[config.mk]
export PLATFORM = sky130hd
export DESIGN_NAME = dcpl_drain_flat
export DESIGN_NICKNAME = d
export VERILOG_FILES = /design/src/rtl/dcpl_drain_if.sv /design/src/rtl/dcpl_drain.sv /design/src/flat_wrapper.sv
export SDC_FILE = /design/constraint.sdc
export NUM_CORES = 1
export LEC_CHECK = 0
export BUFFER_PORTS_ARGS = -buffer_cell sky130_fd_sc_hd__buf_2
export CAP_MARGIN = 40
export CORE_MARGIN = 2
export CORE_UTILIZATION = 45
export CTS_CLUSTER_SIZE = 40
export DETAILED_ROUTE_END_ITERATION = 6
export GPL_ROUTABILITY_DRIVEN = 0
export RECOVER_POWER = 25
export SETUP_SLACK_MARGIN = 0.2
export SLEW_MARGIN = 20
export SYNTH_ARGS = -nofsm -noshare
export SYNTH_HDL_FRONTEND = slang
export SYNTH_SLANG_ARGS = --single-unit
[constraint.sdc]
create_clock -name aclk -period 3.5 [get_ports aclk]
set_input_delay 0.35 -clock aclk [delete_from_list [all_inputs] [get_ports aclk]]
set_output_delay 0.35 -clock aclk [all_outputs]
set_load 0.01 [all_outputs]
[src/rtl/dcpl_drain_if.sv]
// Handshake bundle between reconfiguration control / region traffic monitors
// and the dcpl_drain controller. One bit per decoupled region on every signal.
interface dcpl_drain_if #(
    parameter int N_DCPL = 4
);
    logic [N_DCPL-1:0] decouple_req;
    logic [N_DCPL-1:0] req_issue;
    logic [N_DCPL-1:0] req_cmpl;
    logic [N_DCPL-1:0] gate;
    logic [N_DCPL-1:0] decouple;
    logic [N_DCPL-1:0] decouple_done;
    logic [N_DCPL-1:0] drain_timeout;

    modport master (
        output decouple_req, req_issue, req_cmpl,
        input  gate, decouple, decouple_done, drain_timeout
    );

    modport slave (
        input  decouple_req, req_issue, req_cmpl,
        output gate, decouple, decouple_done, drain_timeout
    );
endinterface

[src/rtl/dcpl_drain.sv]
// Per-region drain-then-decouple controller (ACTIVE/DRAIN/DCPL/RELEASE).
// Optional drain watchdog enabled by defining DCPL_DRAIN_TIMEOUT_EN.
`ifndef N_REGIONS
`define N_REGIONS 4
`endif

module dcpl_drain #(
    parameter int N_DCPL         = `N_REGIONS,
    parameter int CNT_BITS       = 8,
    parameter int SETTLE_CYCLES  = 4,
    parameter int TIMEOUT_CYCLES = 4096
) (
    input  logic          aclk,
    input  logic          aresetn,
    dcpl_drain_if.slave   bus
);
    typedef enum logic [1:0] {
        ST_ACTIVE  = 2'd0,
        ST_DRAIN   = 2'd1,
        ST_DCPL    = 2'd2,
        ST_RELEASE = 2'd3
    } state_t;

    localparam int SETTLE_W = (SETTLE_CYCLES > 1) ? $clog2(SETTLE_CYCLES) : 1;
    localparam int TMR_W    = (TIMEOUT_CYCLES > 1) ? $clog2(TIMEOUT_CYCLES) : 1;

    // Both counters terminate on (value == N-1), so zero would never terminate.
    if (SETTLE_CYCLES < 1 || TIMEOUT_CYCLES < 1 || TMR_W < 1) begin : g_bad_params
        $error("dcpl_drain: SETTLE_CYCLES and TIMEOUT_CYCLES must be >= 1");
    end

    logic [N_DCPL-1:0] gate_vec;
    logic [N_DCPL-1:0] decouple_vec;
    logic [N_DCPL-1:0] timeout_vec;

    genvar gi;
    generate
        for (gi = 0; gi < N_DCPL; gi++) begin : g_region
            state_t                state_reg, state_next;
            logic [CNT_BITS-1:0]   cnt_reg, cnt_next;
            logic [SETTLE_W-1:0]   settle_reg, settle_next;
            logic                  req, issue, cmpl, cnt_idle;

            assign req   = bus.decouple_req[gi];
            assign issue = bus.req_issue[gi];
            assign cmpl  = bus.req_cmpl[gi];
            // Drained only when nothing is outstanding and nothing is moving this cycle.
            assign cnt_idle = (cnt_reg == '0) && !issue && !cmpl;

`ifdef DCPL_DRAIN_TIMEOUT_EN
            logic [TMR_W-1:0] tmr_reg, tmr_next;
            logic             tmo_reg, tmo_next;
`endif

            always_comb begin
                state_next  = state_reg;
                cnt_next    = cnt_reg;
                settle_next = settle_reg;
`ifdef DCPL_DRAIN_TIMEOUT_EN
                tmr_next    = tmr_reg;
                tmo_next    = tmo_reg;
`endif
                if (issue && !cmpl && cnt_reg != '1)
                    cnt_next = cnt_reg + CNT_BITS'(1);
                else if (cmpl && !issue && cnt_reg != '0)
                    cnt_next = cnt_reg - CNT_BITS'(1);

                case (state_reg)
                    ST_ACTIVE: begin
                        if (req) begin
                            state_next = ST_DRAIN;
`ifdef DCPL_DRAIN_TIMEOUT_EN
                            tmr_next   = '0;
                            tmo_next   = 1'b0;
`endif
                        end
                    end
                    ST_DRAIN: begin
`ifdef DCPL_DRAIN_TIMEOUT_EN
                        tmr_next = tmr_reg + TMR_W'(1);
`endif
                        if (!req)
                            state_next = ST_ACTIVE;
                        else if (cnt_idle)
                            state_next = ST_DCPL;
`ifdef DCPL_DRAIN_TIMEOUT_EN
                        // Watchdog: give up on lost completions and isolate anyway.
                        else if (tmr_reg == TMR_W'(TIMEOUT_CYCLES - 1)) begin
                            state_next = ST_DCPL;
                            cnt_next   = '0;
                            tmo_next   = 1'b1;
                        end
`endif
                    end
                    ST_DCPL: begin
                        if (!req) begin
                            state_next  = ST_RELEASE;
                            settle_next = '0;
                        end
                    end
                    ST_RELEASE: begin
                        if (req) begin
                            state_next = ST_DRAIN;
`ifdef DCPL_DRAIN_TIMEOUT_EN
                            tmr_next   = '0;
                            tmo_next   = 1'b0;
`endif
                        end else if (settle_reg == SETTLE_W'(SETTLE_CYCLES - 1)) begin
                            state_next = ST_ACTIVE;
                        end else begin
                            settle_next = settle_reg + SETTLE_W'(1);
                        end
                    end
                    default: state_next = ST_ACTIVE;
                endcase
            end

            always_ff @(posedge aclk) begin
                if (!aresetn) begin
                    state_reg  <= ST_ACTIVE;
                    cnt_reg    <= '0;
                    settle_reg <= '0;
`ifdef DCPL_DRAIN_TIMEOUT_EN
                    tmr_reg    <= '0;
                    tmo_reg    <= 1'b0;
`endif
                end else begin
                    state_reg  <= state_next;
                    cnt_reg    <= cnt_next;
                    settle_reg <= settle_next;
`ifdef DCPL_DRAIN_TIMEOUT_EN
                    tmr_reg    <= tmr_next;
                    tmo_reg    <= tmo_next;
`endif
                end
            end

            assign gate_vec[gi]     = (state_reg != ST_ACTIVE);
            assign decouple_vec[gi] = (state_reg == ST_DCPL);
`ifdef DCPL_DRAIN_TIMEOUT_EN
            assign timeout_vec[gi]  = tmo_reg;
`else
            assign timeout_vec[gi]  = 1'b0;
`endif
        end
    endgenerate

    assign bus.gate          = gate_vec;
    assign bus.decouple      = decouple_vec;
    assign bus.decouple_done = decouple_vec;
    assign bus.drain_timeout = timeout_vec;
endmodule
[src/flat_wrapper.sv]
// flat-port wrapper written by rule: the top's interface ports become plain ports
module dcpl_drain_flat 
#(
    parameter int N_DCPL         = `N_REGIONS,
    parameter int CNT_BITS       = 8,
    parameter int SETTLE_CYCLES  = 4,
    parameter int TIMEOUT_CYCLES = 4096
)
  (aclk, aresetn, bus_decouple_req, bus_req_issue, bus_req_cmpl, bus_gate, bus_decouple, bus_decouple_done, bus_drain_timeout);
  dcpl_drain_if #(.N_DCPL(N_DCPL)) bus_i ();
  input  logic aclk;
  input  logic aresetn;
  input wire logic [$bits(bus_i.decouple_req)-1:0] bus_decouple_req;
  input wire logic [$bits(bus_i.req_issue)-1:0] bus_req_issue;
  input wire logic [$bits(bus_i.req_cmpl)-1:0] bus_req_cmpl;
  output wire logic [$bits(bus_i.gate)-1:0] bus_gate;
  output wire logic [$bits(bus_i.decouple)-1:0] bus_decouple;
  output wire logic [$bits(bus_i.decouple_done)-1:0] bus_decouple_done;
  output wire logic [$bits(bus_i.drain_timeout)-1:0] bus_drain_timeout;
  assign bus_i.decouple_req = bus_decouple_req;
  assign bus_i.req_issue = bus_req_issue;
  assign bus_i.req_cmpl = bus_req_cmpl;
  assign bus_gate = bus_i.gate;
  assign bus_decouple = bus_i.decouple;
  assign bus_decouple_done = bus_i.decouple_done;
  assign bus_drain_timeout = bus_i.drain_timeout;
  dcpl_drain #(.N_DCPL(N_DCPL), .CNT_BITS(CNT_BITS), .SETTLE_CYCLES(SETTLE_CYCLES), .TIMEOUT_CYCLES(TIMEOUT_CYCLES)) u_core (.aclk(aclk), .aresetn(aresetn), .bus(bus_i));
endmodule
Yosys cells after proc, flatten, opt, wreduce, memory -nomap -nowiden
Index checks and enable logic that the tools add are counted.
Cells by class
  reduce and logical (&&, ||, !) cells: 64
  eq/ne operators: 44
  add/subtract/negate cells: 12
  mux-type cells: 52
Operators with widths (number)
  $mux W2: 36
  $mux W8: 8
  $add A8 B1 Y8 const B: 4
  $logic_not A8 Y1: 4
  $ne A2 B2 Y1 const B: 16
  $ne A8 B8 Y1 const B: 4
  $pmux W2 S4: 4
  $reduce_and A4 Y1: 8
  $reduce_bool A8 Y1: 4
  $sub A8 B1 Y8 const B: 4
  $eq A2 B2 Y1 const B: 12
  $logic_and A1 B1 Y1: 24
  $ne A3 B2 Y1 const B: 8
  $reduce_bool A2 Y1: 12
  $pmux W2 S2: 4
  $add A2 B1 Y2 const B: 4
  $eq A2 B1 Y1 const B: 4
  $logic_not A1 Y1: 8
  $logic_not A2 Y1: 4
Word-level totals
  flip-flop bits (word level): 48
  word-level logic and storage cells: 184
  output and inout port bits: 16

Longest topological paths before layout
Gate-level depths: netlist of the first run.
  depth in word-level cells: 6
  gate-level depth with buffers: 8
  mapped depth without buffers: 8

Worst setup path before layout of the first run
Ideal clock, no wire load.
  kind: reg-to-reg
  start point: reg u_core.g_region[0].cnt_reg[0]
  end point: reg u_core.g_region[0].cnt_reg[7]
  slack: 1038 ps
  arrival: 2381 ps
  clock period less this slack: 2462 ps
  required time: 3420 ps
  cell stages (with the launch flop): 9
  setup time: 80 ps
  cell sequence: dfxtp_1 > nand4_1 > o211ai_1 > ha_1 > a211oi_1 > o211a_1 > nor3_1 > o21ai_0 > nor3b_1
On the way
  longest elaborated chain between the ends: 3
  elaborated cells between the ends (all ways): 9
  classes of those cells: 2 x add/sub; 1 x eq/ne; 2 x mux; 4 x reduce/logical
RTL lines
  start, declared: line dcpl_drain.sv:40  | logic [CNT_BITS-1:0] cnt_reg, cnt_next;
  start signal, assigned: line dcpl_drain.sv:129  | cnt_reg <= cnt_next;
  $sub A8 B1 Y8, or another cell as far along: line dcpl_drain.sv:66  | cnt_next = cnt_reg - CNT_BITS'(1);
  $mux W8, or another cell as far along: line dcpl_drain.sv:65  | else if (cmpl && !issue && cnt_reg != '0)
  $mux W8 or $reduce_bool A2 Y1 (tied branches)
Parallel ways exist; a longest one is shown, timed or not. The select of a mux whose other input is x is not followed.
A chain may end at the register's enable or synchronous reset.

Worst setup path in the final report of the first run
  start point: reg u_core.g_region[1].cnt_reg[0]
  end point: reg u_core.g_region[1].cnt_reg[7]
On the way
  longest elaborated chain between the ends: 3
  elaborated cells between the ends (all ways): 9
  classes of those cells: 2 x add/sub; 1 x eq/ne; 2 x mux; 4 x reduce/logical
RTL lines (line)
  start, declared: dcpl_drain.sv:40
  start signal, assigned: dcpl_drain.sv:129
  $sub A8 B1 Y8, or another cell as far along: dcpl_drain.sv:66
  $mux W8, or another cell as far along: dcpl_drain.sv:65
  $mux W8 or $reduce_bool A2 Y1 (tied branches)
Parallel ways exist; a longest one is shown, timed or not. The select of a mux whose other input is x is not followed.

==> results.txt, run 1 <==
The run finished with clean final reports. Measured along the x axis, the die boundary spans 90 um. The post-CTS setup buffer count is 0.

The worst-case clock buffer depth is 2. The relative area change from synthesis to final layout came out at 9.25%. The signal on the critical path passes through nand4_1, o21ai_1, ha_1, o211ai_1, o211a_1, or3_1, a21oi_2, nor3b_2. The detailed router finished its first iteration with 108 violations. The largest stage delay on the critical path is 0.66 ns. At the pin with the least slew margin, the transition time is 1.22 ns. For this run, the leading register cell type out of synthesis is sky130_fd_sc_hd__dfxtp_1.

Leaving out fill and tap cells, the most frequent cells in the layout are sky130_fd_sc_hd__dfxtp_1 (48), sky130_fd_sc_hd__nand2_1 (31), sky130_fd_sc_hd__nor2_1 (31). The filler cells instantiated in the layout total 693. In this run the worst path has a maximum fanout of 11. The critical path startpoint category is a flop. The cell with the largest stage delay on the worst path is sky130_fd_sc_hd__o21ai_1. Summing internal, switching and leakage power gives 2220 uW. The adder-cell share of the synthesized area came out at 13.3%.

Entering global routing, the biggest net connects 24 pins. By area, the combinational part of the netlist is dominated by compound AO/OA/AOI/OAI gates. The top achievable clock speed is ~370 MHz. The count of different cell masters after synthesis is 53.

The cell area after synthesis is 0.00333 mm^2. The die area came out at 0.00810 mm^2. The number of buffers inserted by port buffering is 25. The proportion of register bits with asynchronous set or reset after synthesis is 0%. The via count came out at 2886. The detailed-router iteration count before antenna repair is 4. The clock tree from TritonCTS is yes. The worst slew slack as a fraction of its limit came out at 19.0%. The net count of the finished layout is ~460. The endpoint required time on the critical path came out at 3.66 ns. Measured along the y axis, the die boundary spans 90 um. The routed wire length came out at 6.72 mm. Setup repair after global routing left no endpoint under its margin.

Synthesis handed over a netlist of 390 instances. The sequential share of the synthesized area came out at between 20% and 30%. The worst min-delay path category is in2reg.

Yosys mapped a number of flops with a built-in enable equal to 0. The final-report hold violation count is 0. The worst setup path is captured at a flop. In this run, post-CTS hold repair placed 0 buffers. The via count of the first global-routing pass came out at 2607. Across the VDD grid, the largest voltage drop is ~0.26 mV.

The final global-route overflow total came out at 0. The number of antenna violations at the first check in global routing was 0. The antenna cell count is 0. The register with the most flip-flops in the layout has 32 of them.

The time the worst path needs with I/O delays and setup is about 2.7 ns. Setup total negative slack on the finished layout was measured at 0 ns. For this design the static power due to leakage is 0.00146 uW.

The root buffer cell is sky130_fd_sc_hd__clkbuf_8. The final count of negative-setup-slack endpoints came out at 0. Measured against the total synthesized area, the mux share comes to 0.677%.

Each instance of the synthesized netlist takes up on average 8.53 um^2. The total routing usage reported by global routing is 17.0%. The first global-routing pass estimated 11.7 mm of wire.

The fraction of the cycle the final worst path needs came out at about 77%. The share of the synthesized area in compound gates (AO/OA/AOI/OAI) is 27.6%. 30 I/O pins were placed. The post-CTS clock slew at the launch and capture registers of the worst setup and hold paths came out at 0.10 ns. The row count is 31. The count of antenna-violating nets left after detailed routing is 0. The warning count from the yosys run is 0. The category of the critical setup timing path is reg2reg. The xor and xnor fraction of the mapped netlist area came out at 5.00%. The max capacitance violation total is 0.

The instance area at placement is around 0.0035 mm^2. The number of buffer and inverter stages on the critical path is 0. The finished cells cover 0.00364 mm^2. The total number of clock tree sinks came out at 48. The post-synthesis share of cell area spent on and, or, nand and nor gates came out at 21.2%.

CTS built an H-tree with a depth of 2. The number of gates resized after cts came out at 0. The post-detailed-route DRC marker count is 0. In this run the power density over the cells is between 600 and 700 mW/mm^2.

The total clock buffers created by CTS is 5. The core region is 0.00721 mm^2. The kind of cell adding the most delay to the critical path is compound AO/OA/AOI/OAI gates.

The data arrival time at the worst-slack endpoint came out at 2.86 ns. The estimated wirelength of the detail-placed design came out at around 5.0 mm. The final number of max-transition violations is 0. Leaving out fill and tap cells, the most frequent cell in the layout is sky130_fd_sc_hd__dfxtp_1. For this configuration, the core starts out at a cell density of about 46%.

The per-cell via count in the routed design came out at 5.60. The largest clock skew in the final design is 0.00661 ns. The share of final-layout standard cells stronger than drive strength 1 came out at 13.2%. The average detailed-routed wire length per instance is 13.0 um.

The register bit total from synthesis is 48. The later-pin clock latency in the skew report came out at between 0.3 and 0.4 ns.
==> power breakdown <==
group	internal [uW]	total (uW)	switching (uW)	leakage, uW
combinational	472	1020	547	0.00101
clock	216	421	206	0.0000583
sequential	653	784	131	0.000394
total	1340	2220	884	0.00146
==> per-layer routing <==
layer	vias to the layer above	track usage [%]	wire length (um)
met5	-	0	0
met4	0	4.74	57
met3	7	2.93	162
met2	29	27.3	2950
met1	1339	23.4	3540
li1	1511	-	-
==> Yosys cell counts, drive strengths merged, types with 3 or more instances <==
cell    count  area [um^2]
nand3      13         65.1
nor2       31          116
xnor2      11         96.3
and3b       3         26.3
o21a        3         22.5
o21ai      28          163
nor4        5         31.3
a211o       6         53.8
a22oi       6         45.0
nor3        8         40.0
clkbuf      4         15.0
inv         6         22.5
o211ai     11         92.6
a21oi      31          163
nor2b      10         62.6
or4         4         41.3
nor3b       4         40.0
ha         29          363
nand2      35          146
dfxtp      48          961
o22ai      10         62.6
a211oi     12          100
nand2b      5         31.3
or2         4         25.0
a21o        9         68.8
a221oi      3         26.3
nand4      11         68.8
o21bai      5         48.8
xor2        8         70.1
fa          4         80.1
buf         9         63.8
==> area by class of cell <==
cell class | count | area, um^2 | share of cell area [%]
Sequential cell | 48 | 961 | 26.4
Multi-Input combinational cell | 325 | 2270 | 62.5
Tap cell | 99 | 124 | 3.41
Inverter | 7 | 26.3 | 0.723
Clock inverter | 3 | 47.5 | 1.31
Clock buffer | 5 | 68.8 | 1.89
Timing Repair Buffer | 28 | 135 | 3.72
==> final timing paths <==
kind              slack, ns                                           end                                       start  cells past startpoint
hold / removal         0.29  u_core.g_region[3].state_reg[0]$_SDFFE_PN0P_                         bus_decouple_req[3]                      2
hold reg to reg        0.51    u_core.g_region[3].cnt_reg[3]$_SDFFE_PN0P_  u_core.g_region[3].cnt_reg[3]$_SDFFE_PN0P_                      2
setup reg to reg       0.80    u_core.g_region[1].cnt_reg[7]$_SDFFE_PN0P_  u_core.g_region[1].cnt_reg[0]$_SDFFE_PN0P_                      8
setup / recovery       0.80    u_core.g_region[1].cnt_reg[7]$_SDFFE_PN0P_  u_core.g_region[1].cnt_reg[0]$_SDFFE_PN0P_                      8
==> kinds of logic after synthesis <==
logic type,after synthesis
AND/OR/NAND/NOR,135
multiplexers,2
buffers and inverters,20
AO/OA/AOI/OAI,132
flip-flops,48
adder cells (fa/ha/maj),33
other,1
XOR/XNOR,19
==> metrics by stage <==
step	std cells	worst slack [ns]	hold slack [ns]	util, %
global route	515	0.487	0.293	50.4
global placement	506	0.794	0.490	48.9
CTS	514	0.709	0.275	50.5
floorplan	393	1.04	0.456	-
detailed placement	506	0.736	0.499	48.9
finish	515	0.797	0.288	50.4
Note: power is estimated with default switching activity, not from simulation.
==> inputs of run 2 (changes only) <==
==> constraint.sdc (replaced) <==
create_clock -name aclk -period 2.8 [get_ports aclk]
set_input_delay 0.28 -clock aclk [delete_from_list [all_inputs] [get_ports aclk]]
set_output_delay 0.28 -clock aclk [all_outputs]
set_load 0.01 [all_outputs]
==> run 2 against run 1 <==
  * Clock skew about the same
  * First-iteration DRC count decreased by 8.3%
  * Count of clock-buffer cells in the layout up 2
  * Utilization increased by 0.29 points
  * Total power increased by 22%
  * Critical path depth unchanged
  * Die area did not move
  * Worst hold slack lost 0.068 ns
  * Design area increased by 0.58%
  * Sequential power is 24% higher
  * Non-clock buffer count grew 5
  * Critical endpoint is now u_core.g_region[3].cnt_reg[7]$_SDFFE_PN0P_
  * Highest routed layer unchanged
==> results.txt, run 2 (synthesis gave the netlist of run 1 again) <==
The run finished with clean final reports. The height of the chip came out at 90 um (unchanged). The per-cell via count in the routed design is 5.61 (+0.17%). The time the worst path needs with I/O delays and setup came to 2.44 ns (-0.266 ns). The number of buffers inserted by hold repair at cts was 0 (unchanged). The power density over cell area came out at 744 mW/mm^2 (+22%).

The leakage dissipation was 0.00147 uW (+0.45%). The number of buffers inserted by port buffering came out at 25 (unchanged). The largest clock skew in the final design is 0.00639 ns (-0.000217 ns). The endpoint required time on the critical path came out at 2.93 ns (-0.73 ns). In the layout the commonest cells are sky130_fd_sc_hd__dfxtp_1 (48), sky130_fd_sc_hd__nand2_1 (31), sky130_fd_sc_hd__nor2_1 (31). The H-tree depth came to 2 (unchanged). The detailed-router iteration count before antenna repair is 4 (unchanged).

The worst register-to-register path begins at u_core.g_region[3].cnt_reg[1]$_SDFFE_PN0P_. The count of antenna-violating nets left after detailed routing is 0 (unchanged). The final-report hold violation count came out at 0 (unchanged). The average detailed-routed wire length per instance came out at 13.2 um (+1.1%).

The final number of max-transition violations is 0 (unchanged). The worst slew slack as a fraction of its limit came out at 3.47% (-16 points). The post-CTS setup buffer count came out at 0 (unchanged). The routed wire length is 6.86 mm (+2.1%). The final global-route overflow total is 0 (unchanged). The leading cell type in the layout, fill and taps excluded is sky130_fd_sc_hd__dfxtp_1. The data arrival time at the worst-slack endpoint is 2.57 ns (-0.29 ns).

The relative area change from synthesis to final layout is 9.89%. The top achievable clock speed is 410 MHz (+11%). STA classifies the critical path endpoint as a flop. The total clock buffers created by CTS came out at 5 (unchanged). The violation count after the first detailed-routing iteration is 99 (-8.3%). The later-pin clock latency in the skew report came out at 0.30 ns (about the same). The total number of clock tree sinks is 48 (unchanged).

The post-detailed-route DRC marker count came out at 0 (unchanged). The worst hold path begins at bus_decouple_req[2]. The number of ports placed on the die boundary came out at 30 (unchanged). The post-CTS clock slew at the launch and capture registers of the worst setup and hold paths was 0.09 ns (about the same). The net count of the finished layout came out at 467 (+1.1%). The die area was 0.00810 mm^2 (unchanged). The tree is rooted in a sky130_fd_sc_hd__clkbuf_8. The floorplan core area came out at 0.00721 mm^2 (unchanged).

The number of flip-flops in the largest register came to 32 (unchanged). The maximum net fanout on the critical path is 8 (-3). The antenna cell count came out at 0 (unchanged). STA classifies the critical path startpoint as a flop. The maximum number of pins on one net before global-route repair came to 29 (+21%). The effective utilization at floorplan came to 46.1% (unchanged).

The global-route wire length before repair is 11.6 mm (-0.35%). The start point of the critical path is u_core.g_region[3].cnt_reg[1]$_SDFFE_PN0P_. The number of antenna violations at the first check in global routing came to 0 (unchanged).

The pin slew with the least headroom to its limit was 1.45 ns (+0.233 ns). The worst-case clock buffer depth is 2 (unchanged). The utilization after layout came out at 50.7% (+0.29 points). The via count of the first global-routing pass came out at 2618 (+0.42%). The max capacitance violation total is 0 (unchanged). The category of the critical setup timing path is reg2reg. The final count of negative-setup-slack endpoints is 0 (unchanged).

The tightest min-delay check is of the in2reg type. The clock tree from TritonCTS is yes. The total routing usage reported by global routing came out at 16.9% (-0.044 points). The row count came out at 31 (unchanged). The share of final-layout standard cells stronger than drive strength 1 is 14.3% (+1.0 points). The estimated wirelength of the detail-placed design is 5.17 mm (+3.5%). The setup total negative slack came out at 0 ns (unchanged). Setup repair after global routing left no endpoint under its margin. The total power of the final layout came to 2720 uW (+22%). The worst IR drop on VDD is 0.370 mV (+42%). The via count is 2919 (+1.1%). The x dimension of the die was 90 um (unchanged). The fraction of the cycle the final worst path needs came out at 87.0% (+9.8 points).
## run 2: cell count changes in the layout (fill, tap and decap cells not counted)
cell,delta
sky130_fd_sc_hd__o21ai_1,-2
sky130_fd_sc_hd__clkbuf_8,+1
sky130_fd_sc_hd__clkinvlp_4,+1
sky130_fd_sc_hd__clkinv_4,-2
sky130_fd_sc_hd__buf_4,+5
sky130_fd_sc_hd__o21ai_2,+2
sky130_fd_sc_hd__buf_2,-1
sky130_fd_sc_hd__clkbuf_1,+2
sky130_fd_sc_hd__bufinv_16,-1
## run 2: repair_timing
item,4_1_cts,5_1_grt
resized for setup,0,2
setup endpoints to repair,0,3
endpoints found under the hold margin,0,0
## run 2: power by group
group	switching, uW	internal [uW]
clock	249	201
combinational	697	602
sequential	154	817
total	1100	1620
## run 2: worst max-delay path, stage by stage (launching register included)
cell                       delay, ns
sky130_fd_sc_hd__dfxtp_1        0.44
sky130_fd_sc_hd__nand4_1        0.14
sky130_fd_sc_hd__o211ai_2       0.35
sky130_fd_sc_hd__ha_1           0.32
sky130_fd_sc_hd__a211oi_1       0.39
sky130_fd_sc_hd__o211ai_1       0.19
sky130_fd_sc_hd__and3b_1        0.21
sky130_fd_sc_hd__nor3_1         0.15
sky130_fd_sc_hd__nor3_1         0.08
## run 2: cell type report
class / count / area [um^2]
clock buffer: 7 / 86.3
clock inverter: 1 / 7.51
inverter: 7 / 26.3
multi-input combinational: 325 / 2280
tap: 99 / 124
fill: 749 / 3560
timing repair buffer: 33 / 171
sequential: 48 / 961
## run 2: final timing paths
check	endpoint	slack, ns	cells past startpoint
worst max-delay path	u_core.g_region[3].cnt_reg[7]$_SDFFE_PN0P_	0.36	8
worst min-delay path	u_core.g_region[2].state_reg[0]$_SDFFE_PN0P_	0.22	2
worst max register to register	u_core.g_region[3].cnt_reg[7]$_SDFFE_PN0P_	0.36	8
worst min register to register	u_core.g_region[2].cnt_reg[6]$_SDFFE_PN0P_	0.51	2
## run 2: through the flow
stage          hold WS (ns)  std cells  worst slack (ns)  cell area, um^2
4_1_cts               0.204        520             0.264             3660
3_5_place_dp          0.495        512             0.288             3570
5_1_grt               0.220        520             0.172             3660
2_1_floorplan         0.386        393             0.338             3340
3_3_place_gp          0.490        512             0.402             3570
6_report              0.220        520             0.363             3660
## run 2: layer usage
metal / vias up / part of all wire (%) / GRT usage, %
met4: 0 / 1.1 / 4.62
li1: 1526 / - / -
met3: 6 / 3.0 / 3.02
met5: - / 0 / 0
met2: 35 / 47 / 28.4
met1: 1352 / 49 / 22.3
==> inputs of run 3 (changes only) <==
--- a/config.mk
+++ b/config.mk
@@ -5,6 +5,7 @@
 export SDC_FILE = /design/constraint.sdc
 export NUM_CORES = 1
 export LEC_CHECK = 0
+export ABC_AREA = 1
 export BUFFER_PORTS_ARGS = -buffer_cell sky130_fd_sc_hd__buf_2
 export CAP_MARGIN = 40
 export CORE_MARGIN = 2
==> constraint.sdc (replaced) <==
create_clock -name aclk -period 2.8 [get_ports aclk]
set_input_delay 0.28 -clock aclk [delete_from_list [all_inputs] [get_ports aclk]]
set_output_delay 0.28 -clock aclk [all_outputs]
set_load 0.02 [all_outputs]
==> run 3 against run 2 <==
  * Total power shrank 14%
  * Clock power up 16%
  * First-iteration DRC count rose by 21%
  * Register-to-register slack better by 0.27 ns
  * Via count is 12% higher
  * Critical path depth increased by 1
  * Highest routed layer unchanged
==> results.txt, run 3 <==
The flow ran to the end, and the final reports show no timing, DRC or antenna violations. sky130_fd_sc_hd__dfxtp_1 takes more of the synthesized area than any other cell. The count of antenna-violating nets left after detailed routing is 0 (unchanged). The number of buffer and inverter stages on the critical path came out at 0 (unchanged).

Setup repair after global routing left no endpoint under its margin. The effective utilization at floorplan is 46.4% (+0.29 points). The critical path in this run is classified as reg2reg. The endpoint required time on the critical path is 3.00 ns (+0.07 ns). The kind of cell adding the most delay to the critical path is compound AO/OA/AOI/OAI gates. The number of flip-flops in the largest register was 32 (unchanged). The H-tree depth was 2 (unchanged).

The sequential share of the synthesized area is 26.8% (-2.1 points). The routed wire length came out at 7.07 mm (+3.1%). The average detailed-routed wire length per instance is 10.9 um (-17%). The height of the chip is 93.3 um (+3.6%). The final-report hold violation count came out at 0 (unchanged). The floorplan core area is 0.00773 mm^2 (+7.1%).

The total routing usage reported by global routing is 17.3% (+0.41 points). The share of final-layout standard cells stronger than drive strength 1 is 9.89% (-4.4 points). Tracing the worst setup path back leads to its startpoint at u_core.g_region[0].cnt_reg[1]$_SDFFE_PN0P_.

The top achievable clock speed is 462 MHz (+13%). The post-CTS clock slew at the launch and capture registers of the worst setup and hold paths came to 0.09 ns (about the same). After synthesis, the most frequently instantiated cells are sky130_fd_sc_hd__nand2_1 (113), sky130_fd_sc_hd__nor2_1 (64), sky130_fd_sc_hd__a21oi_1 (55), sky130_fd_sc_hd__dfxtp_1 (48), sky130_fd_sc_hd__inv_1 (48). The synthesized area per cell is 6.82 um^2 (-20%).

The total number of clock tree sinks is 48 (unchanged). The total of fill cells in the finished design is 792 (+5.7%). The violation count after the first detailed-routing iteration came out at 120 (+21%). The worst-case clock buffer depth came out at 2 (unchanged). The net count of the finished layout was 592 (+27%). The relative area change from synthesis to final layout is 7.12%. The final count of negative-setup-slack endpoints is 0 (unchanged). The fraction of the cycle the final worst path needs came to 77.3% (-9.7 points). The number of instances in the synthesized netlist is 526 (+35%). sky130_fd_sc_hd__nand2_1 is the most common cell in the netlist. In the synthesized netlist the dominant register cell turns out to be sky130_fd_sc_hd__dfxtp_1. The worst IR drop on VDD came to 0.281 mV (-24%). The via count came out at 3275 (+12%). The x dimension of the die was 93.3 um (+3.6%).

In this run the critical register-to-register path is captured at u_core.g_region[0].cnt_reg[7]$_SDFFE_PN0P_. The reg2reg setup slack was 0.63 ns (+0.27 ns). The path depth of the worst reg2reg path came out at 9 (+1).

The number of buffers inserted by port buffering is 25 (unchanged). The setup total negative slack was 0 ns (unchanged). The number of cells on the critical path was 9 (+1). The global-route wire length before repair is 12.6 mm (+8.8%). Leaving out fill and tap cells, the most frequent cell in the layout is sky130_fd_sc_hd__nand2_1. The count of different cell masters after synthesis came to 35 (-34%). The time the worst path needs with I/O delays and setup is 2.17 ns (-0.271 ns). The register bit total from synthesis came out at 48 (unchanged). STA classifies the critical path endpoint as a flop.

The antenna cell count is 0 (unchanged). The origin of the critical flop-to-flop path is u_core.g_region[0].cnt_reg[1]$_SDFFE_PN0P_. The data arrival time at the worst-slack endpoint is 2.37 ns (-0.20 ns). The power density over cell area came out at 610 mW/mm^2 (-18%). The critical path startpoint category is a flop. The largest clock skew in the final design came out at 0.00365 ns (-0.00274 ns). The maximum net fanout on the critical path came out at 10 (+2).

The number of gates resized after cts came out at 0 (unchanged). The later-pin clock latency in the skew report was 0.30 ns (about the same). The die area is 0.00870 mm^2 (+7.4%). In the layout the commonest cells are sky130_fd_sc_hd__nand2_1 (113), sky130_fd_sc_hd__nor2_1 (64), sky130_fd_sc_hd__a21oi_1 (55). The estimated wirelength of the detail-placed design came out at 5.27 mm (+2.0%).

The warning count from the yosys run is 0 (unchanged). The via count of the first global-routing pass is 2959 (+13%). The number of antenna violations at the first check in global routing came out at 0 (unchanged). The leakage dissipation came to 0.00190 uW (+29%). The max capacitance violation total is 0 (unchanged). The largest stage delay on the critical path came to 0.44 ns (about the same). The total clock buffers created by CTS is 5 (unchanged). After synthesis, the cell types taking the most area are sky130_fd_sc_hd__dfxtp_1 (27%), sky130_fd_sc_hd__nand2_1 (12%), sky130_fd_sc_hd__ha_1 (10%). The proportion of register bits with asynchronous set or reset after synthesis is 0% (unchanged). The final global-route overflow total came out at 0 (unchanged).

The path class of the tightest hold or removal check is in2reg. The per-cell via count in the routed design came out at 5.05 (-10%). The top cell type's share of synthesized area came out at 26.8% (-2.1 points). The maximum number of pins on one net before global-route repair is 37 (+28%). The largest individual stage delay along the critical path comes from the cell sky130_fd_sc_hd__dfxtp_1. The final number of max-transition violations was 0 (unchanged). TritonCTS built the clock tree. The cell area after synthesis is 0.00359 mm^2 (+7.8%). The final hold slack is 0.231 ns (+0.0114 ns). CTS placed an instance of sky130_fd_sc_hd__clkbuf_8 at the clock tree root. The post-detailed-route DRC marker count came to 0 (unchanged). The row count is 32 (+3.2%). The endpoint of the worst setup timing path is u_core.g_region[0].cnt_reg[7]$_SDFFE_PN0P_. Walking the worst path, the cells encountered are nand4_1, o21bai_2, ha_1, a21oi_1, nand2_1, nand3_1, nand3_1, a21oi_1, nor2_1. The number of enable-type register cells in the synthesized netlist is 0 (unchanged). The post-CTS setup buffer count came to 0 (unchanged).

The number of ports placed on the die boundary is 30 (unchanged). The number of buffers inserted by hold repair at cts came out at 0 (unchanged). The detailed-router iteration count before antenna repair is 4 (unchanged).
==> run 3: changes by cell type in the layout (fill, tap and decap cells not counted), sizes merged, moves of 26 or more <==
| cell | change |
|---|---|
| nor2 | +34 |
| a21oi | +26 |
| nand3 | +26 |
| inv | +45 |
| nand2 | +83 |
==> run 3: area by class of cell <==
cell class              count  area, um^2  area share [%]
inverters                  51         191            4.98
clock buffers               5        68.8            1.79
flip-flops and latches     48         961            25.0
well taps                 102         128            3.32
clock inverters             3        47.5            1.24
multi-input cells         413        2310            60.2
repair buffers             26         131            3.42
==> run 3: through the flow <==
| step | worst slack, ns | cell area (um^2) | util, % | power, uW | instances |
|---|---|---|---|---|---|
| 4_1_cts | 0.614 | 3850 | 49.8 | 2370 | 648 |
| 3_5_place_dp | 0.632 | 3730 | 48.3 | 1830 | 640 |
| 2_1_floorplan | 0.905 | 3600 | - | 1670 | 529 |
| 5_1_grt | 0.359 | 3840 | 49.7 | 2560 | 648 |
| 3_3_place_gp | 0.685 | 3730 | 48.3 | 1830 | 640 |
| 6_report | 0.635 | 3840 | 49.7 | 2340 | 648 |
==> run 3: how the worst min path moves through the flow <==
stage                                                       start                                            end  cells after the start
floorplan                                     bus_decouple_req[2]   u_core.g_region[2].state_reg[0]$_SDFFE_PN0P_                      2
global placement    u_core.g_region[1].settle_reg[1]$_SDFFE_PN0P_  u_core.g_region[1].settle_reg[1]$_SDFFE_PN0P_                      2
detailed placement  u_core.g_region[1].settle_reg[1]$_SDFFE_PN0P_  u_core.g_region[1].settle_reg[1]$_SDFFE_PN0P_                      2
CTS                                           bus_decouple_req[2]   u_core.g_region[2].state_reg[0]$_SDFFE_PN0P_                      3
global route                                  bus_decouple_req[2]   u_core.g_region[2].state_reg[0]$_SDFFE_PN0P_                      3
finish                                        bus_decouple_req[2]   u_core.g_region[2].state_reg[0]$_SDFFE_PN0P_                      3
==> run 3: worst reg2reg max path: stages (launching register included) <==
cell and delay [ns]:
sky130_fd_sc_hd__dfxtp_1 0.44, sky130_fd_sc_hd__nand4_1 0.14, sky130_fd_sc_hd__o21bai_2 0.42, sky130_fd_sc_hd__ha_1 0.39
sky130_fd_sc_hd__a21oi_1 0.15, sky130_fd_sc_hd__nand2_1 0.11, sky130_fd_sc_hd__nand3_1 0.10, sky130_fd_sc_hd__nand3_1 0.09
sky130_fd_sc_hd__a21oi_1 0.17, sky130_fd_sc_hd__nor2_1 0.06
==> run 3: cells by family (layout without fill, tap and decap cells) <==
logic type	after synthesis	after routing	share of synthesized area [%]
AND/OR/NAND/NOR	255	255	31.2
flip-flops	48	48	26.8
buffers and inverters	68	85	8.82
AO/OA/AOI/OAI	108	108	17.6
adder cells (fa/ha/maj)	33	33	12.3
other	1	4	0.105
XOR/XNOR	13	13	3.17
==> run 3: power breakdown <==
part	switching (uW)	internal (uW)	total [uW]	leakage, uW
registers	118	778	896	0.000397
clock network	253	269	522	0.0000583
logic	550	374	924	0.00144
total	921	1420	2340	0.00190
==> run 3: routing by layer <==
layer	track usage (%)	vias to the layer above	share of wire (%)
li1	-	1800	-
met1	22.6	1430	50
met2	29.4	38	46
met3	2.82	7	2.7
met4	4.90	0	0.99
met5	0	-	0
